--- config.mk ---
export PLATFORM = sky130hd
export DESIGN_NAME = ccff_bitstream_loader
export DESIGN_NICKNAME = d
export VERILOG_FILES = /design/src/rtl/ccff_bitstream_loader.sv
export SDC_FILE = /design/constraint.sdc
export NUM_CORES = 1
export LEC_CHECK = 0
export CORE_MARGIN = 2
export CORE_UTILIZATION = 55
export DETAILED_ROUTE_END_ITERATION = 12
export PLACE_DENSITY = 0.78
export SLEW_MARGIN = 20
export SYNTH_ARGS = -nofsm -noshare
export SYNTH_HDL_FRONTEND = slang
export SYNTH_SLANG_ARGS = --single-unit
--- constraint.sdc ---
create_clock -name prog_clk -period 2.43 [get_ports prog_clk]
set_input_delay 0.486 -clock prog_clk [delete_from_list [all_inputs] [get_ports prog_clk]]
set_output_delay 0.486 -clock prog_clk [all_outputs]
set_load 0.01 [all_outputs]
--- src/rtl/ccff_bitstream_loader.sv ---
// ccff_bitstream_loader: streams a byte-wide bitstream LSB first into a
// configuration flip-flop chain, with an optional recirculating readback.
// Optional feature macro: CCFF_BITSTREAM_LOADER_READBACK_EN (readback check).
// Ports:
//   prog_clk, prog_reset            clock, synchronous active-high reset
//   start                           begin a load (sampled in IDLE only)
//   bs_data, bs_valid, bs_ready     bitstream byte handshake
//   ccff_head, ccff_tail            chain serial in / serial out
//   ccff_shift_en                   chain capture enable
//   busy, done, error               status (error sticky until next start)
module ccff_bitstream_loader #(
    parameter int CHAIN_LEN = 64
) (
    input  logic       prog_clk,
    input  logic       prog_reset,
    input  logic       start,
    input  logic [7:0] bs_data,
    input  logic       bs_valid,
    output logic       bs_ready,
    output logic       ccff_head,
    input  logic       ccff_tail,
    output logic       ccff_shift_en,
    output logic       busy,
    output logic       done,
    output logic       error
);

    localparam logic [15:0] LEN  = 16'(CHAIN_LEN);
    localparam logic [15:0] LAST = 16'(CHAIN_LEN - 1);

`ifdef CCFF_BITSTREAM_LOADER_READBACK_EN
    typedef enum logic [1:0] {
        ST_IDLE     = 2'd0,
        ST_LOAD     = 2'd1,
        ST_READBACK = 2'd2,
        ST_DONE     = 2'd3
    } state_t;
`else
    typedef enum logic [1:0] {
        ST_IDLE = 2'd0,
        ST_LOAD = 2'd1,
        ST_DONE = 2'd3
    } state_t;
`endif

    state_t      state_q, state_d;
    logic [7:0]  buf_q, buf_d;
    logic [3:0]  buf_cnt_q, buf_cnt_d;
    // chain bits not yet pulled into the buffer
    logic [15:0] left_q, left_d;
    logic [15:0] bit_cnt_q, bit_cnt_d;
    logic [15:0] ones_q, ones_d;
    logic        head_q, head_d;
    logic        shift_q, shift_d;

    logic        accept;
    logic [3:0]  take;

`ifdef CCFF_BITSTREAM_LOADER_READBACK_EN
    logic [15:0] rb_cnt_q, rb_cnt_d;
    logic [15:0] rb_ones_q, rb_ones_d;
    logic        error_q, error_d;
    logic [15:0] rb_ones_inc;
`endif

    assign bs_ready = (state_q == ST_LOAD) && (buf_cnt_q == 4'd0)
                      && (left_q != 16'd0);
    assign accept   = bs_valid && bs_ready;
    // the last byte may carry fewer useful bits than 8
    assign take     = (left_q >= 16'd8) ? 4'd8 : left_q[3:0];
    assign busy     = (state_q != ST_IDLE);
    assign done     = (state_q == ST_DONE);

`ifdef CCFF_BITSTREAM_LOADER_READBACK_EN
    assign rb_ones_inc   = rb_ones_q + {15'd0, ccff_tail};
    // readback recirculates tail into head so the chain ends restored
    assign ccff_head     = (state_q == ST_READBACK) ? ccff_tail : head_q;
    assign ccff_shift_en = shift_q || (state_q == ST_READBACK);
    assign error         = error_q;
`else
    logic unused_sig;
    assign unused_sig    = ccff_tail ^ (^ones_q);
    assign ccff_head     = head_q;
    assign ccff_shift_en = shift_q;
    assign error         = 1'b0;
`endif

    always_comb begin
        state_d   = state_q;
        buf_d     = buf_q;
        buf_cnt_d = buf_cnt_q;
        left_d    = left_q;
        bit_cnt_d = bit_cnt_q;
        ones_d    = ones_q;
        head_d    = head_q;
        shift_d   = 1'b0;
`ifdef CCFF_BITSTREAM_LOADER_READBACK_EN
        rb_cnt_d  = rb_cnt_q;
        rb_ones_d = rb_ones_q;
        error_d   = error_q;
`endif
        unique case (state_q)
            ST_IDLE: begin
                if (start) begin
                    state_d   = ST_LOAD;
                    buf_cnt_d = 4'd0;
                    left_d    = LEN;
                    bit_cnt_d = 16'd0;
                    ones_d    = 16'd0;
`ifdef CCFF_BITSTREAM_LOADER_READBACK_EN
                    rb_cnt_d  = 16'd0;
                    rb_ones_d = 16'd0;
                    error_d   = 1'b0;
`endif
                end
            end
            ST_LOAD: begin
                // account for the bit the chain captures this cycle
                if (shift_q) begin
                    bit_cnt_d = bit_cnt_q + 16'd1;
                    ones_d    = ones_q + {15'd0, head_q};
                    if (bit_cnt_q == LAST) begin
`ifdef CCFF_BITSTREAM_LOADER_READBACK_EN
                        state_d = ST_READBACK;
`else
                        state_d = ST_DONE;
`endif
                    end
                end
                // an accepted byte bypasses its bit 0 straight to the
                // head register so shifting stays gapless across bytes
                if (accept) begin
                    head_d    = bs_data[0];
                    shift_d   = 1'b1;
                    buf_d     = {1'b0, bs_data[7:1]};
                    buf_cnt_d = take - 4'd1;
                    left_d    = left_q - {12'd0, take};
                end else if (buf_cnt_q != 4'd0) begin
                    head_d    = buf_q[0];
                    shift_d   = 1'b1;
                    buf_d     = {1'b0, buf_q[7:1]};
                    buf_cnt_d = buf_cnt_q - 4'd1;
                end
            end
`ifdef CCFF_BITSTREAM_LOADER_READBACK_EN
            ST_READBACK: begin
                rb_cnt_d  = rb_cnt_q + 16'd1;
                rb_ones_d = rb_ones_inc;
                if (rb_cnt_q == LAST) begin
                    state_d = ST_DONE;
                    error_d = (rb_ones_inc != ones_q);
                end
            end
`endif
            ST_DONE: begin
                state_d = ST_IDLE;
            end
            default: begin
                state_d = ST_IDLE;
            end
        endcase
    end

    always_ff @(posedge prog_clk) begin
        if (prog_reset) begin
            state_q   <= ST_IDLE;
            buf_q     <= 8'd0;
            buf_cnt_q <= 4'd0;
            left_q    <= 16'd0;
            bit_cnt_q <= 16'd0;
            ones_q    <= 16'd0;
            head_q    <= 1'b0;
            shift_q   <= 1'b0;
`ifdef CCFF_BITSTREAM_LOADER_READBACK_EN
            rb_cnt_q  <= 16'd0;
            rb_ones_q <= 16'd0;
            error_q   <= 1'b0;
`endif
        end else begin
            state_q   <= state_d;
            buf_q     <= buf_d;
            buf_cnt_q <= buf_cnt_d;
            left_q    <= left_d;
            bit_cnt_q <= bit_cnt_d;
            ones_q    <= ones_d;
            head_q    <= head_d;
            shift_q   <= shift_d;
`ifdef CCFF_BITSTREAM_LOADER_READBACK_EN
            rb_cnt_q  <= rb_cnt_d;
            rb_ones_q <= rb_ones_d;
            error_q   <= error_d;
`endif
        end
    end

endmodule

-- After elaboration in Yosys (flattened, before gate mapping)
Index checks and enable logic that the tools add are counted.
- $add $sub $neg: 4
- multiply operators: 0
- divide/modulo/power cells: 0
- magnitude comparators: 1
- equal/unequal tests: 8
- shift operators: 0
- muxes and demuxes: 21
- bitwise gates (word level): 1
- reductions and logical operators: 16
- operators with widths (operator ; count):
    two-way mux 16 bit ; 4
    one-hot mux 16 bit (2 select lines) ; 2
    adder 16 x 1 -> 16 bit, second input constant ; 1
    equality test 16 x 6 -> 1 bit, second input constant ; 1
    >= comparator 16 x 4 -> 1 bit, second input constant ; 1
    two-way mux 4 bit ; 4
    two-way mux 8 bit ; 2
    nonzero test 16 bit ; 1
    subtractor 16 x 4 -> 16 bit ; 1
    AND reduction 3 bit ; 4
    one-hot mux 4 bit (2 select lines) ; 1
    subtractor 4 x 1 -> 4 bit, second input constant ; 2
    two-way mux 2 bit ; 3
    inequality test 2 bit, second input constant ; 3
    nonzero test 2 bit ; 3
    logical NOT 4 bit ; 1
    two-way mux 1 bit ; 4
    one-hot mux 2 bit (2 select lines) ; 1
    nonzero test 4 bit ; 1
    logical AND 1 bit ; 3
    inequality test 3 x 2 -> 1 bit, second input constant ; 1
    equality test 2 x 1 -> 1 bit, second input constant ; 1
    equality test 2 bit, second input constant ; 1
    logical NOT 2 bit ; 1
    4 further kinds ; 4
- register bits after elaboration: 48
- latch bits: 0
- memory bits (writable): 0
- memory bits (read-only): 0
- memories: 0

-- Logic depth before layout (Yosys ltp)
Gate-level depths: netlist of run 1.
- depth in word-level cells: 6
- gate-level depth with buffers: 9

-- Worst setup path after synthesis of run 1
Ideal clock, no wire load.
- path kind: register -> register
- start point: register buf_cnt_q[0]
- end point: register left_q[14]
- data arrival time: 2.018 ns
- required time: 2.359 ns
- setup slack: 0.342 ns
- cell stages (with the launch flop): 6
- path buffers: 0
- cell sequence: dfxtp_1 or4_4 o31ai_4 o31ai_2 or4_1 a21oi_1
- word-level cells in the longest chain between the ends: 6
- ends and longest elaborated chain (item ; RTL line ; RTL):
    from (decl) ; 48 ; logic [3:0] buf_cnt_q, buf_cnt_d;
    from (signal assigned) ; 182 ; buf_cnt_q <= buf_cnt_d;
    logical NOT 4 bit ; 66 ; assign bs_ready = (state_q == ST_LOAD) && (buf_cnt_q == 4'd0)
    logical AND 1 bit ; 66 ;
    logical AND 1 bit ; 67 ; && (left_q != 16'd0);
    logical AND 1 bit ; 68 ; assign accept = bs_valid && bs_ready;
    inequality test 2 bit (no source line) ; -- ;
    AND reduction 3 bit (no source line) ; -- ;
    to (signal assigned) ; 183 ; left_q <= left_d;
    to (decl) ; 50 ; logic [15:0] left_q, left_d;
No other way between the ends.
A chain may end at the register's enable or synchronous reset.

-- Worst setup path in the final report of run 1
- start point: register left_q[11]
- end point: output bs_ready
- word-level cells in the longest chain between the ends: 2
- ends and longest elaborated chain (item ; RTL line ; RTL):
    nonzero test 16 bit ; 67 ;
    logical AND 1 bit ; 67 ;
    to (decl) ; 19 ; output logic bs_ready,
No other way between the ends.

==> flow_summary.ini, run 1 <==
[outcome]
run_status = finished, final reports clean

[floorplanning]
core_area_um2 = 4030
die_x_um = 68.9
io_pins = 19
die_h_um = 68.9
num_rows = 23
dieArea_um2 = 4740
start_util = 0.575

[synth]
synth_top_area_cell = dfxtp_1
yosys.area.top_type_share = 0.406
synthesis.area_per_instance_um2 = 8.24
yosysWarnings = 0
synth_edf_count = 0
synth_cells = 281
ys_types = 52
async_flop_share = 0
ys_dominant_reg_cell = dfxtp_1
ys_top_cells_by_area = dfxtp_1 (41%), nor2_1 (6.2%), nand2_1 (6.0%)
netlist_area_um2 = 2310
ys_seq_area_frac = 0.406
synth-seq-cells = 47

[place]
post_dp_cell_area_um2 = 2640
globalplace.congestion = 0.880
dp_hpwl_um = 3630
port_buffers = 16

[setup_path]
crit_type = register to output port
arrival_ns = 1.76
critical_path.endpoint_type = output port
critPathRequiredTime_ns = 1.94
ff2ff_setup_slack_ns = 0.30
reg2reg_from = left_q[11]
ff2ff_path_depth = 9
critical_path.max_fanout = 5
rr_endpoint = buf_cnt_q[2]
startpoint_type = register

[layout]
syn2layout_area_growth_pct = 17.6
mostFrequentLayoutCell = dfxtp_1
diodes = 0
seq_area_um2 = 941
mostFrequentLayoutCells = dfxtp_1 (47), nor2_1 (38), nand2_1 (37), buf_4 (19), clkdlybuf4s50_1 (15)
post-route-util = 0.675
nFillCells = 345
fin_nets = 328
drive_gt1_frac = 0.122
multiInputGateArea_um2 = 1310
final_area_um2 = 2720

[run]
max-cap-violations = 0

[drt]
first_iter_violations = 142
drc = 0
via_count = 2085
wl_per_cell_um = 13.6
drt_pass1_iterations = 4
routed_wl_um = 4940
viasPerCell = 5.76
ant_nets = 0

[hold_path]
hold_path_depth = 1
hp-start = left_q[15]
hp-class = register to register
hold_end = left_q[15]

[sta]
post-route-period-util = 0.925
setup_violations = 0
finalHoldViolations = 0
finClkSkew_ns = 0.00409
rsz0062_at_grt = false
period_needed_ns = 2.25
fmax_mhz = 445
tightest_slew_ns = 0.680
slew-limit-headroom = 0.543
drv_slew = 0

[global_routing]
grt_max_degree = 16
overflow = 0
grt_pass1_wl_um = 8300
grt_pass1_vias = 1921
antenna_found_initial = 0
track_usage = 0.232

[cts]
root_buffer = clkbuf_8
insertion_delay_ns = 0.30
cts_setup_buffers = 0
htreeDepth = 2
cts_buffers = 5
cts_num_sinks = 47
cts_tree = done
clk_pin_slew_ns = 0.08
cts_buffer_depth = 2

[pwr]
ir_worst_vdd_uv = 672
cellLeakagePower_uw = 0.000980
power_uw = 2750
power.density_nw_per_um2 = 1010
==> where the power goes <==
part | internal, µW | leakage, µW | switching (µW)
combinational | 560 | 0.000552 | 698
sequential | 893 | 0.000381 | 122
clock | 223 | 0.0000470 | 253
total | 1680 | 0.000980 | 1070
==> area by class of cell <==
cell class	instances	share of cell area
multi-input combinational	219	0.483
sequential	47	0.346
timing repair buffer	35	0.111
clock buffer	6	0.0303
tap	50	0.0230
inverter	4	0.00552
clock inverter	1	0.00184
==> logic make-up after synthesis <==
| group | after synthesis | share of synthesized area |
|---|---|---|
| muxes | 3 | 0.0130 |
| adders and majority gates | 3 | 0.0162 |
| DFF | 47 | 0.406 |
| and+or+nand+nor | 144 | 0.318 |
| AOI/OAI and AO/OA | 51 | 0.157 |
| other | 1 | 0.00162 |
| buffers and inverters | 16 | 0.0276 |
| xor gates and xnor gates | 16 | 0.0605 |
==> Yosys cell counts (2+ instances only) <==
master	instances
or2_2	4
and4_1	2
clkbuf_1	8
or3_1	9
nor2_1	38
o21ai_1	2
nand3_1	11
o21a_1	2
xnor2_1	6
or4_1	5
nor4_2	2
a22o_1	2
nand2_1	37
o21ai_0	5
nand2b_1	5
ha_1	3
nor4_1	8
buf_1	3
xor2_1	10
mux2i_1	3
inv_1	4
a21oi_1	14
nor3_1	8
o31ai_1	3
dfxtp_1	47
a311oi_1	7
nand4_1	4
a31oi_1	5
==> worst max-delay path, stage by stage, from the launching register on <==
cell           delay (ns)
dfxtp_1              0.37
nor4_2               0.38
nand4_1              0.19
nor2_1               0.17
nor3_1               0.06
dlygate4sd2_1        0.29
==> state kept, by name (all words and copies together) (netlist names) <==
signal / flops
bit_cnt_q: 16
buf_cnt_q: 4
buf_q: 7
ccff_head: 1
ccff_shift_en: 1
left_q: 16
state_q: 2
==> how the worst max path moves through the flow <==
| stage | from | endpoint | slack [ns] | depth (start not counted) |
|---|---|---|---|---|
| 2_1_floorplan | buf_cnt_q[0] | left_q[14] | 0.34 | 5 |
| 3_3_place_gp | start | left_q[14] | 0.004 | 6 |
| 3_5_place_dp | start | left_q[14] | -0.03 | 6 |
| 4_1_cts | buf_cnt_q[0] | bs_ready | 0.19 | 3 |
| 5_1_grt | left_q[11] | bs_ready | 0.06 | 5 |
| 6_report | left_q[11] | bs_ready | 0.18 | 5 |
==> what timing repair did <==
| item | 4_1_cts | 5_1_grt |
|---|---|---|
| resized for setup | 1 | 0 |
| hold buffers | 0 | 0 |
| setup endpoints to repair | 1 | 0 |
| endpoints found under the hold margin | 0 | 0 |
==> through the flow <==
stage / setup TNS, ns / cells / setup slack (ns) / hold slack [ns]
CTS: 0 / 362 / 0.188 / 0.460
detailed placement: -0.0368 / 355 / -0.0311 / 0.447
finish: 0 / 362 / 0.183 / 0.454
floorplan: 0 / 282 / 0.342 / 0.427
global route: 0 / 362 / 0.0642 / 0.468
global placement: 0 / 355 / 0.00359 / 0.443
==> layer usage <==
layer  GRT usage  up-vias  wire, µm
li1            -     1068         -
met1       0.297      976      2410
met2       0.382       34      2290
met3      0.0471        7       178
met4      0.0931        0        65
met5           0        -         0
(Power assumes the default switching activity.)
==> run 2: changes to the inputs <==
GPL_ROUTABILITY_DRIVEN = 0   (was not set)
==> results of run 2 <==
No change in the layout: final DEF, timing and power equal those of run 1.
